===== src/rtl/rob_multi_cdb.sv =====
// Reorder buffer with multi-port CDB writeback, operand lookup/bypass and in-order commit.
// Lower CDB port index wins when several ports target the same tag in one cycle.
module rob_multi_cdb #(
    parameter int XLEN           = 32,
    parameter int DEPTH          = 16,
    parameter int TAG_W          = $clog2(DEPTH),
    parameter int REG_ADDR_WIDTH = 5,
    parameter int CDB_PORTS      = 2
) (
    input  logic                          clk,
    input  logic                          rst,
    input  logic                          stall_i,
    input  logic                          flush_i,
    input  logic                          issue_en_i,
    input  logic [REG_ADDR_WIDTH-1:0]     issue_dest_i,
    output logic [TAG_W-1:0]              issue_tag_o,
    input  logic [TAG_W-1:0]              rs1_tag_i,
    input  logic [TAG_W-1:0]              rs2_tag_i,
    output logic                          rs1_valid_o,
    output logic                          rs2_valid_o,
    output logic [XLEN-1:0]               rs1_value_o,
    output logic [XLEN-1:0]               rs2_value_o,
    input  logic [CDB_PORTS-1:0]          cdb_valid_i,
    input  logic [CDB_PORTS*TAG_W-1:0]    cdb_tag_i,
    input  logic [CDB_PORTS*XLEN-1:0]     cdb_value_i,
    input  logic                          commit_ready_i,
    output logic                          commit_en_o,
    output logic [REG_ADDR_WIDTH-1:0]     commit_dest_o,
    output logic [XLEN-1:0]               commit_value_o,
    output logic                          full_o,
    output logic                          empty_o,
    output logic [TAG_W:0]                count_o
);

    logic [DEPTH-1:0]                     busy;
    logic [DEPTH-1:0]                     valid;
    logic [DEPTH-1:0][REG_ADDR_WIDTH-1:0] dest;
    logic [DEPTH-1:0][XLEN-1:0]           value;
    logic [TAG_W-1:0]                     head;
    logic [TAG_W-1:0]                     tail;
    logic [TAG_W:0]                       count;

    logic [CDB_PORTS-1:0][TAG_W-1:0]      ctag;
    logic [CDB_PORTS-1:0][XLEN-1:0]       cval;
    logic [DEPTH-1:0]                     cdb_we;
    logic [DEPTH-1:0][XLEN-1:0]           cdb_wd;
    logic [1:0][TAG_W-1:0]                rs_tag;
    logic [1:0]                           rs_v;
    logic [1:0][XLEN-1:0]                 rs_d;
    logic                                 issue_fire;

    assign ctag   = cdb_tag_i;
    assign cval   = cdb_value_i;
    assign rs_tag = {rs2_tag_i, rs1_tag_i};

    assign full_o      = (count == (TAG_W+1)'(DEPTH));
    assign empty_o     = (count == '0);
    assign count_o     = count;
    assign issue_tag_o = tail;
    assign issue_fire  = issue_en_i & ~full_o & ~stall_i & ~flush_i;

    assign commit_en_o    = busy[head] & valid[head] & commit_ready_i & ~stall_i & ~flush_i;
    assign commit_dest_o  = dest[head];
    assign commit_value_o = value[head];

    // Scan ports high to low so the lowest matching port is the last assignment.
    always_comb begin
        for (int e = 0; e < DEPTH; e++) begin
            cdb_we[e] = 1'b0;
            cdb_wd[e] = '0;
            for (int p = CDB_PORTS-1; p >= 0; p--) begin
                if (cdb_valid_i[p] && ctag[p] == TAG_W'(e) && busy[e]) begin
                    cdb_we[e] = 1'b1;
                    cdb_wd[e] = cval[p];
                end
            end
        end
    end

    always_comb begin
        for (int r = 0; r < 2; r++) begin
            rs_v[r] = 1'b0;
            rs_d[r] = '0;
            if (valid[rs_tag[r]]) begin
                rs_v[r] = 1'b1;
                rs_d[r] = value[rs_tag[r]];
            end else begin
                for (int p = CDB_PORTS-1; p >= 0; p--) begin
                    if (cdb_valid_i[p] && ctag[p] == rs_tag[r] && busy[rs_tag[r]]) begin
                        rs_v[r] = 1'b1;
                        rs_d[r] = cval[p];
                    end
                end
            end
        end
    end

    assign rs1_valid_o = rs_v[0];
    assign rs1_value_o = rs_d[0];
    assign rs2_valid_o = rs_v[1];
    assign rs2_value_o = rs_d[1];

    // Commit clears valid too, so valid always implies busy for lookups.
    always_ff @(posedge clk) begin
        if (rst || flush_i) begin
            busy  <= '0;
            valid <= '0;
            head  <= '0;
            tail  <= '0;
            count <= '0;
        end else begin
            for (int e = 0; e < DEPTH; e++) begin
                if (cdb_we[e]) begin
                    valid[e] <= 1'b1;
                    value[e] <= cdb_wd[e];
                end
            end
            if (issue_fire) begin
                busy[tail]  <= 1'b1;
                valid[tail] <= 1'b0;
                dest[tail]  <= issue_dest_i;
                tail        <= tail + 1'b1;
            end
            if (commit_en_o) begin
                busy[head]  <= 1'b0;
                valid[head] <= 1'b0;
                head        <= head + 1'b1;
            end
            if (issue_fire && !commit_en_o)
                count <= count + 1'b1;
            else if (!issue_fire && commit_en_o)
                count <= count - 1'b1;
        end
    end

endmodule


===== config.mk =====
export PLATFORM = sky130hd
export DESIGN_NAME = rob_multi_cdb
export DESIGN_NICKNAME = d
export VERILOG_FILES = /design/src/rtl/rob_multi_cdb.sv
export SDC_FILE = /design/constraint.sdc
export NUM_CORES = 2
export LEC_CHECK = 0
export ABC_CLOCK_PERIOD_IN_PS = 9100
export BUFFER_PORTS_ARGS = -buffer_cell sky130_fd_sc_hd__buf_2
export CAP_MARGIN = 5
export CORE_UTILIZATION = 58
export DETAILED_ROUTE_END_ITERATION = 7
export PLACE_DENSITY = 0.84
export SLEW_MARGIN = 20
export SYNTH_ARGS = -nofsm -noshare
export SYNTH_HDL_FRONTEND = slang
export SYNTH_SLANG_ARGS = --single-unit

===== constraint.sdc =====
create_clock -name clk -period 9.1 [get_ports clk]
set_input_delay 0.455 -clock clk [delete_from_list [all_inputs] [get_ports clk]]
set_output_delay 0.455 -clock clk [all_outputs]
set_load 0.01 [all_outputs]

==> run metrics <==
outcome finished with violations; failing checks DRC; PD cells 150 mW/mm2; first-pass GRT wire length 214000 um; WL/cell 40.8 um; hold_buf cts 0; tightest slew margin relative to the limit 14.3%; # port buffers 207; First DRT Iteration DRCs 6700; Critical Path RT 8.65 ns; Max Clk Rate 0.190 GHz; vias in the first global route 32200; Syn. warnings 0; register area 0.0187 mm2; drt via density 8.74; final setup fails 0; CTS buffer count 72; Reg2Reg Depth 16; DR DRC count 1; Reg clk slew, reported paths 0.06 ns; cts repair resizes 0; number of flops mapped to enable cells by yosys 592; DIE AREA 0.0714 mm2; Setup crit start kind input port; Post-CTS Setup Bufs 0; critical-path cell list buf_4 > buf_4 > xnor2_1 > nand2_1 > nor4_4 > buf_4 > nor2b_4 > buf_4 > a22oi_1 > o22ai_1 > buf_2; DP HPWL 79200 um; period utilization 57.9%; net total in the final layout 2818; post-synth top area share 43.6%; area leader, netlist edfxtp_1; ys async rst share 0%; hold path start issue_dest_i[0]; die width 267 um; Core ar. 0.0691 mm2; Syn Nets 2894; CP startpoint rs1_tag_i[1]; R2R setup slack 4.16 ns; FF+latch count, synth 637; worst r2r src head[1]$_SDFFE_PP0N_; Hold Crit Depth 1; final hold vios 0; routed vias 32300; CTS root buf clkbuf_16; Period minus WS final 5.26 ns; Leak Pwr 0.0142 uW; Synth cell types 57; Syn Area/Cell 14.6 um2; cell mode on critical path buf_4; final instance area 0.0443 mm2; initial antenna violation count 6; die height 267 um; CP endpoint kind output port; sequential area share after synthesis 45.8%; layout cell share with drive strength beyond 1 36.7%; final count of pins violating max slew 0; Worst VDD drop 0.179 mV; WHS Endpoint dest[50]$_DFFE_PP_; final WL 151000 um; Area Overhead vs Synth 8.74%; Buf/Inv on CP 5; crit-path max FO 52; largest net degree at the start of global routing 70; CTS tree yes; gpl congestion 0.938; Setup CP Type input port to output port; Top FF cell, synth edfxtp_1; starting density of the core 59.0%; drt pass-1 iters 8; row count 96; Crit path max-delay family buffers and inverters; Boundary Pins 208; placed cell areas 0.0420 mm2; synth top area cells edfxtp_1 (44%), mux4_2 (26%), a22o_1 (11%); RSZ-0062 raised after global routing no; R2R Path End count_o[4]$_SDFFE_PP0P_; Sink Count 637; GRT Overall Usage 42.1%; commonest cells after routing, fill and taps aside edfxtp_1 (592), a22o_1 (514), mux4_2 (465); Worst-Margin Slew 1.29 ns; ANT nets after route 0; clk buf depth 3; Layout fillers 4599; Worst Skew 0.0144 ns; clock latency on the worst-skew pair 0.63 ns; post-layout total power 6650 uW; Largest stage delay, worst path 0.91 ns; fin util 64.2%; min-delay worst type input port to register; Congestion Overflow GR 0; critical path's slowest cell buf_4; Max-Cap Viols 0; commonest non-fill, non-tap cell in the layout edfxtp_1; Netlist Area Pre-Place 0.0408 mm2; Synth Instances 2787; Final TNS setup 0 ns; area of the multi-input gates 0.0204 mm2; Worst EP arrival 4.81 ns; H-tree levels 3
power by group:
group	total [uW]	internal (uW)	switching (uW)	leakage (uW)
logic	551	200	351	0.00724
clock network	2940	1700	1240	0.00115
registers	3160	3160	1.41	0.00583
total	6650	5060	1590	0.0142
final cells by class:
cell class | count | area share [%]
diodes | 4 | 0.0226
well taps | 931 | 2.63
inverters | 20 | 0.169
repair buffers | 282 | 3.69
multi-input cells | 1698 | 46.1
flip-flops and latches | 637 | 42.2
clock inverters | 42 | 0.844
clock buffers | 87 | 4.40
worst max path at each step:
stage / cells past startpoint / slack [ns] / to
2_1_floorplan: 7 / 5.50 / value[288]$_DFFE_PP_
3_5_place_dp: 16 / 4.22 / count_o[4]$_SDFFE_PP0P_
3_3_place_gp: 7 / 4.16 / rs1_value_o[0]
6_report: 11 / 3.84 / rs1_value_o[0]
5_1_grt: 5 / 3.84 / commit_value_o[22]
4_1_cts: 5 / 4.07 / commit_value_o[4]
logic make-up (layout without fill, tap and decap cells):
kind of cell	Yosys count	after routing	synth area share (%)
buffers and inverters	452	431	4.90
other	0	4	0
xor gates and xnor gates	25	25	0.537
DFF	637	637	45.8
adders and majority gates	14	14	0.448
muxes	599	599	29.2
AOI/OAI and AO/OA	801	801	16.0
and+or+nand+nor	259	259	3.14
metrics by stage:
stage          std cells  setup slack (ns)  hold slack, ns
2_1_floorplan       2787              5.50           0.499
3_3_place_gp        3568              4.16           0.540
3_5_place_dp        3568              4.22           0.552
4_1_cts             3697              4.07           0.211
5_1_grt             3698              3.84           0.218
6_report            3701              3.84           0.221
Yosys cell counts (all sizes together), types with 6 or more instances:
master	count
a21oi	100
nor4	6
a22oi	64
clkbuf	251
a31o	6
mux4	465
a22o	514
nand2	32
ha	13
inv	20
mux2	68
mux2i	66
nor2	127
xor2	16
dfxtp	45
a31oi	16
nand2b	6
and3	16
xnor2	9
nand3	17
and2	7
nor2b	15
buf	181
nor3b	11
edfxtp	592
o22ai	63
a311oi	13
per-layer routing:
metal | track usage, % | wire length (um)
met1 | 50.4 | 44300
met2 | 60.9 | 64900
met3 | 18.1 | 27900
met4 | 30.4 | 13600
met5 | 0.0693 | 22
sequential cells by signal, indices dropped and copies added, names as in the netlist:
signal       cells
dest            80
busy            16
count_o          5
issue_tag_o      4
valid           16
head             4
value          512
(Power assumes the default switching activity.)
